$ cat src/rtl/tl_pkg.sv
// TileLink opcode constants and burst-length helpers shared by the
// source limiter and its beat counters.
package tl_pkg;

   localparam logic [2:0] A_PUT_FULL    = 3'd0;
   localparam logic [2:0] A_PUT_PARTIAL = 3'd1;
   localparam logic [2:0] A_ARITHMETIC  = 3'd2;
   localparam logic [2:0] A_LOGICAL     = 3'd3;
   localparam logic [2:0] A_GET         = 3'd4;
   localparam logic [2:0] A_INTENT      = 3'd5;

   localparam logic [2:0] D_ACCESS_ACK      = 3'd0;
   localparam logic [2:0] D_ACCESS_ACK_DATA = 3'd1;
   localparam logic [2:0] D_HINT_ACK        = 3'd2;

   localparam logic [3:0] MAX_SIZE   = 4'd6;
   localparam int         BEAT_CNT_W = 8;

   function automatic logic a_has_data(input logic [2:0] op);
      return ~op[2];
   endfunction

   function automatic logic d_has_data(input logic [2:0] op);
      return op[0];
   endfunction

   // Oversized requests are clamped so the counter stays bounded.
   function automatic logic [BEAT_CNT_W-1:0] beats_from_size(
      input logic [3:0] size,
      input logic [3:0] log2_bb
   );
      logic [3:0] s;
      s = (size > MAX_SIZE) ? MAX_SIZE : size;
      if (s > log2_bb) return BEAT_CNT_W'(1) << (s - log2_bb);
      return BEAT_CNT_W'(1);
   endfunction

endpackage

$ cat src/rtl/tl_beat_counter.sv
// Tracks the position inside a multi-beat TileLink message and flags
// the first and last beats.
module tl_beat_counter
   import tl_pkg::*;
#(
   parameter int LOG2_BB = 3
) (
   input  logic       clock,
   input  logic       reset,
   input  logic       fire,
   input  logic       has_data,
   input  logic [3:0] size,
   output logic       first,
   output logic       last
);

   localparam logic [3:0] LOG2_BB_W = 4'(LOG2_BB);

   logic [BEAT_CNT_W-1:0] cnt_q;
   logic [BEAT_CNT_W-1:0] cnt_d;
   logic [BEAT_CNT_W-1:0] beats;

   assign beats = has_data ? beats_from_size(size, LOG2_BB_W)
                           : BEAT_CNT_W'(1);
   assign first = (cnt_q == '0);
   assign last  = (cnt_q == beats - BEAT_CNT_W'(1));

   always_comb begin
      cnt_d = cnt_q;
      if (fire) cnt_d = last ? '0 : cnt_q + BEAT_CNT_W'(1);
   end

   always_ff @(posedge clock or posedge reset) begin
      if (reset) cnt_q <= '0;
      else       cnt_q <= cnt_d;
   end

endmodule

$ cat src/rtl/tl_source_limiter.sv
// Allows one outstanding A request per source and caps the total
// outstanding count; D traffic passes straight through.
module tl_source_limiter
   import tl_pkg::*;
#(
   parameter int MAX_INFLIGHT = 8,
   parameter int SOURCE_BITS  = 4,
   parameter int BEAT_BYTES   = 8
) (
   input  logic                      clock,
   input  logic                      reset,
   output logic                      auto_in_a_ready,
   input  logic                      auto_in_a_valid,
   input  logic [2:0]                auto_in_a_bits_opcode,
   input  logic [2:0]                auto_in_a_bits_param,
   input  logic [3:0]                auto_in_a_bits_size,
   input  logic [SOURCE_BITS-1:0]    auto_in_a_bits_source,
   input  logic [32:0]               auto_in_a_bits_address,
   input  logic [BEAT_BYTES-1:0]     auto_in_a_bits_mask,
   input  logic [8*BEAT_BYTES-1:0]   auto_in_a_bits_data,
   input  logic                      auto_in_a_bits_corrupt,
   input  logic                      auto_out_a_ready,
   output logic                      auto_out_a_valid,
   output logic [2:0]                auto_out_a_bits_opcode,
   output logic [2:0]                auto_out_a_bits_param,
   output logic [3:0]                auto_out_a_bits_size,
   output logic [SOURCE_BITS-1:0]    auto_out_a_bits_source,
   output logic [32:0]               auto_out_a_bits_address,
   output logic [BEAT_BYTES-1:0]     auto_out_a_bits_mask,
   output logic [8*BEAT_BYTES-1:0]   auto_out_a_bits_data,
   output logic                      auto_out_a_bits_corrupt,
   output logic                      auto_out_d_ready,
   input  logic                      auto_out_d_valid,
   input  logic [2:0]                auto_out_d_bits_opcode,
   input  logic [1:0]                auto_out_d_bits_param,
   input  logic [3:0]                auto_out_d_bits_size,
   input  logic [SOURCE_BITS-1:0]    auto_out_d_bits_source,
   input  logic [1:0]                auto_out_d_bits_sink,
   input  logic                      auto_out_d_bits_denied,
   input  logic [8*BEAT_BYTES-1:0]   auto_out_d_bits_data,
   input  logic                      auto_out_d_bits_corrupt,
   input  logic                      auto_in_d_ready,
   output logic                      auto_in_d_valid,
   output logic [2:0]                auto_in_d_bits_opcode,
   output logic [1:0]                auto_in_d_bits_param,
   output logic [3:0]                auto_in_d_bits_size,
   output logic [SOURCE_BITS-1:0]    auto_in_d_bits_source,
   output logic [1:0]                auto_in_d_bits_sink,
   output logic                      auto_in_d_bits_denied,
   output logic [8*BEAT_BYTES-1:0]   auto_in_d_bits_data,
   output logic                      auto_in_d_bits_corrupt,
   output logic [4:0]                io_inflight,
   output logic                      io_error
);

   localparam int         NSRC    = 1 << SOURCE_BITS;
   localparam int         LOG2_BB = $clog2(BEAT_BYTES);
   localparam logic [4:0] MAX_CNT = 5'(MAX_INFLIGHT);

   logic [NSRC-1:0] busy_q, busy_d;
   logic [4:0]      inflight_q, inflight_d;
   logic            error_q, error_d;

   logic a_first, a_last, d_first, d_last;
   logic block, a_fire, d_fire;
   logic a_take, d_free, d_bad, size_err;
   logic unused_ok;

   assign auto_out_a_bits_opcode  = auto_in_a_bits_opcode;
   assign auto_out_a_bits_param   = auto_in_a_bits_param;
   assign auto_out_a_bits_size    = auto_in_a_bits_size;
   assign auto_out_a_bits_source  = auto_in_a_bits_source;
   assign auto_out_a_bits_address = auto_in_a_bits_address;
   assign auto_out_a_bits_mask    = auto_in_a_bits_mask;
   assign auto_out_a_bits_data    = auto_in_a_bits_data;
   assign auto_out_a_bits_corrupt = auto_in_a_bits_corrupt;

   assign auto_in_d_valid        = auto_out_d_valid;
   assign auto_out_d_ready       = auto_in_d_ready;
   assign auto_in_d_bits_opcode  = auto_out_d_bits_opcode;
   assign auto_in_d_bits_param   = auto_out_d_bits_param;
   assign auto_in_d_bits_size    = auto_out_d_bits_size;
   assign auto_in_d_bits_source  = auto_out_d_bits_source;
   assign auto_in_d_bits_sink    = auto_out_d_bits_sink;
   assign auto_in_d_bits_denied  = auto_out_d_bits_denied;
   assign auto_in_d_bits_data    = auto_out_d_bits_data;
   assign auto_in_d_bits_corrupt = auto_out_d_bits_corrupt;

   // Only the head beat of a message can be held back.
   assign block = a_first
                & (busy_q[auto_in_a_bits_source] | (inflight_q == MAX_CNT));

   assign auto_out_a_valid = auto_in_a_valid & ~block & ~reset;
   assign auto_in_a_ready  = auto_out_a_ready & ~block;

   assign a_fire = auto_out_a_valid & auto_out_a_ready;
   assign d_fire = auto_out_d_valid & auto_in_d_ready;

   tl_beat_counter #(.LOG2_BB(LOG2_BB)) u_a_cnt (
      .clock    (clock),
      .reset    (reset),
      .fire     (a_fire),
      .has_data (a_has_data(auto_in_a_bits_opcode)),
      .size     (auto_in_a_bits_size),
      .first    (a_first),
      .last     (a_last)
   );

   tl_beat_counter #(.LOG2_BB(LOG2_BB)) u_d_cnt (
      .clock    (clock),
      .reset    (reset),
      .fire     (d_fire),
      .has_data (d_has_data(auto_out_d_bits_opcode)),
      .size     (auto_out_d_bits_size),
      .first    (d_first),
      .last     (d_last)
   );

   assign unused_ok = ^{a_last, d_first};

   assign a_take = a_fire & a_first;
   assign d_free = d_fire & d_last & busy_q[auto_out_d_bits_source];
   assign d_bad  = d_fire & d_last & ~busy_q[auto_out_d_bits_source];

   assign size_err =
        (auto_in_a_valid  & (auto_in_a_bits_size  > MAX_SIZE))
      | (auto_out_d_valid & (auto_out_d_bits_size > MAX_SIZE));

   always_comb begin
      busy_d     = busy_q;
      inflight_d = inflight_q;
      error_d    = error_q | d_bad | size_err;
      if (d_free) busy_d[auto_out_d_bits_source] = 1'b0;
      if (a_take) busy_d[auto_in_a_bits_source]  = 1'b1;
      unique case ({a_take, d_free})
         2'b10:   inflight_d = inflight_q + 5'd1;
         2'b01:   inflight_d = inflight_q - 5'd1;
         default: inflight_d = inflight_q;
      endcase
   end

   always_ff @(posedge clock or posedge reset) begin
      if (reset) begin
         busy_q     <= '0;
         inflight_q <= '0;
         error_q    <= 1'b0;
      end else begin
         busy_q     <= busy_d;
         inflight_q <= inflight_d;
         error_q    <= error_d;
      end
   end

   assign io_inflight = inflight_q;
   assign io_error    = error_q;

endmodule

$ cat config.mk
export PLATFORM = sky130hd
export DESIGN_NAME = tl_source_limiter
export DESIGN_NICKNAME = d
export VERILOG_FILES = /design/src/rtl/tl_pkg.sv /design/src/rtl/tl_beat_counter.sv /design/src/rtl/tl_source_limiter.sv
export SDC_FILE = /design/constraint.sdc
export NUM_CORES = 1
export LEC_CHECK = 0
export BUFFER_PORTS_ARGS = -buffer_cell sky130_fd_sc_hd__buf_2
export CELL_PAD_IN_SITES_DETAIL_PLACEMENT = 1
export CELL_PAD_IN_SITES_GLOBAL_PLACEMENT = 1
export CORE_AREA = 2 2 161 163
export CTS_CLUSTER_DIAMETER = 120
export DETAILED_ROUTE_END_ITERATION = 7
export DIE_AREA = 0 0 163 165
export GPL_TIMING_DRIVEN = 0
export PLACE_DENSITY_LB_ADDON = 0.08
export SYNTH_ARGS = -nofsm -noshare
export SYNTH_HDL_FRONTEND = slang
export SYNTH_SLANG_ARGS = --single-unit
$ cat constraint.sdc
create_clock -name clock -period 4.6 [get_ports clock]
set_input_delay 0.23 -clock clock [delete_from_list [all_inputs] [get_ports clock]]
set_output_delay 0.23 -clock clock [all_outputs]
set_load 0.02 [all_outputs]
* Word-level counts from Yosys, hierarchy flattened *
Index checks and enable logic that the tools add are counted.

storage, ports and cells
  flip-flop bits (word level) = 38
  bits in latches = 0
  RAM bits = 0
  bits in read-only memories = 0
  bits of input ports = 207
  output and inout port bits = 211
  word-level logic and storage cells = 77
  memories = 0

operators by class
  add/sub/neg operators = 8
  multiply operators = 0
  div/mod/pow operators = 0
  order comparisons = 8
  equal/unequal tests = 5
  shift-type cells = 2
  multiplexer cells = 23
  bitwise gates (word level) = 22
  reductions and logical operators = 4

operator list
  cell                                                        count
  two-way mux 8 bit                                           8
  two-way mux 16 bit                                          2
  adder 8 x 1 -> 8 bit, second input constant                 2
  bitwise AND 16 bit                                          1
  equality test 8 bit                                         2
  inverter 16 bit                                             1
  bitwise OR 16 bit                                           1
  left shift 1 x 4 -> 8 bit, first input constant             2
  subtractor 8 x 1 -> 8 bit, second input constant            2
  bitwise AND 1 bit                                           12
  less-than comparator 4 x 5 -> 1 bit, second input constant  2
  one-hot mux 5 bit (2 select lines)                          1
  binary-select mux 1 bit (select 4 bit)                      2
  demux 1 bit (select 4 bit)                                  2
  >= comparator 4 x 1 -> 1 bit, second input constant         2
  > comparator 4 x 2 -> 1 bit, second input constant          2
  > comparator 4 x 3 -> 1 bit, second input constant          2
  logical NOT 8 bit                                           1
  two-way mux 4 bit                                           2
  subtractor 4 x 2 -> 4 bit, second input constant            2
  two-way mux 1 bit                                           6
  adder 5 x 1 -> 5 bit, second input constant                 1
  equality test 5 x 4 -> 1 bit, second input constant         1
  subtractor 5 x 1 -> 5 bit, second input constant            1
  other kinds (6)                                             12

* Logic depth before layout (Yosys ltp) *
  depth in word-level cells = 14
  depth in mapped cells = 18
  gate-level depth less buffers = 17

* Cells and area by module *
A second synthesis with hierarchy kept.

unflattened totals
  cell total of the unflattened synthesis = 516
  area, all modules = 4388.0 sq um

modules (own cells, without submodules)
  module             instances  cells an instance  area each (sq um)  seq. area each (sq um)
  tl_source_limiter  1          386                3184.3             550.5
  tl_beat_counter    2          65                 601.8              200.2

* Worst setup path after synthesis *
Ideal clock, no wire load.

  path kind = input port to flip-flop
  start = in auto_out_d_bits_size[1]
  end = reg inflight_q[4], in the netlist io_inflight[4]
  setup time = 131 ps
  arrival = 3509 ps
  required time = 4469 ps
  path slack = 960 ps
  stages = 18
  path buffers = 1
  cell sequence = nor4bb_1 -> nand2b_1 -> ha_1 -> xnor2_1 -> or4_1 -> nor4_2 -> o2111ai_2 -> inv_1 -> ha_1 -> clkbuf_1 -> xor2_1 -> ha_1 -> o21ai_0 -> a21oi_1 -> a21oi_1 -> xor2_1 -> nor2_1 -> xor2_1

between the ends
  cells in the longest elaborated chain, start to end = 13
  elaborated cells on any way between the ends = 17
  those cells by class = add/sub: 2; order compare: 2; eq/ne: 3; shift: 1; mux: 6; bitwise: 2; reduce/logical: 1

ends and longest elaborated chain
  item                                                                             line                      RTL
  start: declaration                                                               tl_source_limiter.sv:36   input logic [3:0] auto_out_d_bits_size,
  > comparator 4 x 3 -> 1 bit                                                      tl_pkg.sv:33              s = (size > MAX_SIZE) ? MAX_SIZE : size;
  two-way mux 4 bit (*)                                                            tl_pkg.sv:33
  subtractor 4 x 2 -> 4 bit                                                        tl_pkg.sv:34              if (s > log2_bb) return BEAT_CNT_W'(1) << (s - log2_bb);
  left shift 1 x 4 -> 8 bit                                                        tl_pkg.sv:34
  two-way mux 8 bit                                                                tl_pkg.sv:34
  two-way mux 8 bit (*)                                                            tl_pkg.sv:35              return BEAT_CNT_W'(1);
  two-way mux 8 bit (*)                                                            tl_beat_counter.sv:23     assign beats = has_data ? beats_from_size(size, LOG2_BB_W)
  subtractor 8 x 1 -> 8 bit (*)                                                    tl_beat_counter.sv:26     assign last = (cnt_q == beats - BEAT_CNT_W'(1));
  equality test 8 bit (*)                                                          tl_beat_counter.sv:26
  bitwise AND 1 bit (*) (2 in series)                                              tl_source_limiter.sv:122  assign d_free = d_fire & d_last & busy_q[auto_out_d_bits_source];
  equality test 2 x 1 -> 1 bit / equality test 2 bit (equally long branches)       tl_source_limiter.sv:135  unique case ({a_take, d_free})
  one-hot mux 5 bit (2 select lines) / nonzero test 2 bit (equally long branches)  -
  end signal: assignment                                                           tl_source_limiter.sv:149  inflight_q <= inflight_d;
  end: declaration                                                                 tl_source_limiter.sv:61   logic [4:0] inflight_q, inflight_d;

Mark *: on every way between the ends. The rest lies on a longest branch, timed or not. The select of a mux whose other input is x is not followed.
A chain may end at the register's enable or synchronous reset.

* Worst setup path after layout *
Same ends and word-level chain as after synthesis.

==> metrics.cfg <==
[cells_and_area]
drive_gt1_share_pct = 63.6
layout.cells.non_filler = 1082
antenna_cells = 0
layout_common_cells = 233 x buf_2, 203 x buf_4, 38 x dfrtp_1, 32 x nand2_1, 22 x nor2_1
design_area_sq_mm = 0.00622
final_common_cell = buf_2
finalNetCount = 969
area_growth_pct = 40.2

[place]
portBuffers = 229
dpl_cell_area_sq_mm = 0.00602
place_ws_ns = 0.247
hpwl_mm = 13.4
dp.cells = 1073
place_congestion = 0.742

[route]
drtIter0Drc = 89
routedWlPerCell_um = 14.2
drc = 0
ant_nets = 0
drtPass1Iterations = 4
wirelength_mm = 15.3
vias_per_cell = 3.94
via_count = 4266

[clocking]
ctsResizeCount = 0
clkLatencyLatePin_ns = 0.28
cts-hold-fix-buffers = 1
post_cts_buffers = 0
clkSlewWorstSetupHoldPaths_ns = 0.06
cts_tree = built
cts_sinks = 38
root_buffer = clkbuf_16
cts_buffers = 5
clock_path_buffers = 2
htree_levels = 2

[die]
dieArea_sq_mm = 0.0269
io_pins = 418
fp.dieW_um = 163
core_area_sq_mm = 0.0250
start_util_pct = 17.7
die_y_um = 165
fp-row-count = 58

[setup_path]
startpoint_type = input pin
cp.required_ns = 4.77
ff2ff_setup_slack_ns = 1.01
critPathKind = input pin to register
endpoint_kind = register
crit_fanout = 7
r2r_start = u_a_cnt.cnt_q[0]$_DFFE_PP0P_
ff2ff_path_depth = 16
reg2reg_to = io_inflight[4]$_DFFE_PP0P_
crit_arrival_ns = 4.20

[yosys]
synthTopCellsByArea = buf_4 34%, dfrtp_1 21%, mux4_2 3.6%, ha_1 3.1%, nand2_1 2.7%
syn-num-nets = 731
synth_compound_area_share_pct = 12.0
synthXorXnorAreaFrac_pct = 4.48
synth-async-reset-ratio_pct = 100
syn_area_per_cell_sq_um = 8.65
synth_cell_types = 69
synthSimpleGateAreaFrac_pct = 15.9
synth_seq_cells = 38
synthAdderAreaFrac_pct = 3.10
synthFlopType = dfrtp_1
yosysTopAreaCellShare_pct = 34.3
synth_warnings = 0
yosysTopAreaCell = buf_4
syn_area_sq_mm = 0.00444
synth_edf_count = 0
synth_top_family_by_area = buffers and inverters
muxShareOfSynthArea_pct = 6.12
synth.yosys.seq_area_share_pct = 21.4
syn-instance-count = 513

[global_route]
grt_start_max_net_pins = 39
antenna_found_initial = 0
grt_usage_pct = 10.3
grt_pass1_vias = 4209
grt_pass1_wl_mm = 22.1
grt_overflow = 0

[pwr]
switching_share_pct = 33.7
p_int_mw = 0.929
pwr-share-comb_pct = 38.9
switching_power_mw = 0.472
ir_worst_vdd_v = 0.000129
p_per_area_mw_per_mm2 = 225
power.total_mw = 1.40
power_frac_clock_pct = 32.9
p_leak_nw = 3.25
pwr-share-seq_pct = 28.2

[min_path]
holdPathEnd = busy_q[15]$_DFF_PP0_
min-delay-start = auto_in_a_bits_source[1]
hold-path-cell-count = 2
hold_path.class = input pin to register

[timing]
skew_ns = 0.00532
rsz0062_at_grt = no
setup_viol = 0
finalSetupTns_ns = 0
worst_pin_slew_ns = 0.647
fmax_ghz = 0.248
drv_slew = 0
hold_viol = 0
layout_min_cycle_time_ns = 4.04
slew_headroom_pct = 56.5
fin_crit_sh_pct = 87.8
setup_slack_ns = 0.563

[status]
status = finished, final reports clean

[run]
maxCapViolations = 0

-- state kept, by name, summed over array words and instances, names as in the netlist --
register	flops
busy_q	16
io_error	1
io_inflight	5
u_a_cnt.cnt_q	8
u_d_cnt.cnt_q	8
-- cell usage after synthesis, types with 2 or more instances --
library cell,instances
buf_4,203
ha_1,11
nor2_1,22
and4_1,2
buf_2,4
xor2_1,9
a31o_2,2
or3_1,4
o211ai_1,3
a31oi_1,2
inv_1,13
and3_1,9
mux2_2,3
o21ai_1,2
nor2b_1,6
clkbuf_1,7
a22o_1,13
nor4_2,2
dfrtp_1,38
xnor2_1,11
mux4_2,7
nor3_2,2
a21o_1,2
a21oi_1,7
nand3_1,14
nor3b_1,2
and3_4,2
a32o_1,3
mux2i_1,8
o21ai_0,11
nor3_1,10
nand2b_1,6
o2bb2ai_1,2
nand2_1,32
o21a_1,4
nand4_1,2
-- per-layer routing --
metal  track usage, %  vias up  share of wire (%)
met2             21.5      192                 57
met5                0        -                  0
li1                 -     2025                  -
met4             1.57        0               0.52
met3             1.48        6                6.8
met1             10.8     2043                 35
-- area by class of cell --
cell class | count | area [sq um]
Fill cell | 3066 | 18800
Multi-Input combinational cell | 245 | 1850
Buffer | 216 | 1590
Timing Repair Buffer | 231 | 1180
Sequential cell | 38 | 951
Tap cell | 330 | 413
Clock buffer | 5 | 125
Clock inverter | 3 | 68.8
Inverter | 14 | 52.6
-- worst max-delay path by stage --
stage	startpoint	endpoint	slack, ns
6_report	auto_out_d_bits_size[1]	io_inflight[4]$_DFFE_PP0P_	0.56
5_1_grt	auto_out_d_bits_size[1]	io_inflight[4]$_DFFE_PP0P_	0.22
4_1_cts	auto_out_d_bits_size[1]	io_inflight[4]$_DFFE_PP0P_	0.53
3_5_place_dp	auto_out_d_bits_size[1]	io_inflight[4]$_DFFE_PP0P_	0.25
3_3_place_gp	auto_out_d_bits_size[1]	io_inflight[4]$_DFFE_PP0P_	0.30
2_1_floorplan	auto_out_d_bits_size[1]	io_inflight[4]$_DFFE_PP0P_	0.96
-- cells by family after synthesis --
family          Yosys count
compound gates           67
xor+xnor                 21
fa+ha+maj                11
buf+inv                 230
flops                    38
mux                      18
simple gates            128
-- through the flow --
| step | util [%] | hold slack (ns) |
|---|---|---|
| finish | 24.8 | 0.260 |
| global route | 24.8 | 0.272 |
| CTS | 24.8 | 0.254 |
| detailed placement | 24.0 | 0.114 |
| global placement | 24.0 | 0.459 |
| floorplan | - | 0.380 |
-- critical path, stage by stage --
cell and delay (ns):
buf_2 0.12, nor4bb_1 0.45, nand2b_1 0.11, ha_1 0.30, xnor2_1 0.12, or4_1 0.41, nor4_2 0.34, o2111ai_2 0.36
inv_1 0.17, ha_1 0.19, clkbuf_1 0.28, xor2_1 0.11, ha_1 0.23, o21ai_0 0.15, a21oi_1 0.09, a21oi_1 0.17
xor2_1 0.16, nor2_1 0.07, xor2_1 0.14
-- power groups by stage --
stage	sequential (mW)	combinational, mW	clock (mW)
2_1_floorplan	0.388	0.407	0
3_3_place_gp	0.400	0.545	0
3_5_place_dp	0.401	0.551	0
4_1_cts	0.395	0.554	0.481
5_1_grt	0.400	0.595	0.487
6_report	0.394	0.545	0.461
Power figures use the tool's default switching activity.
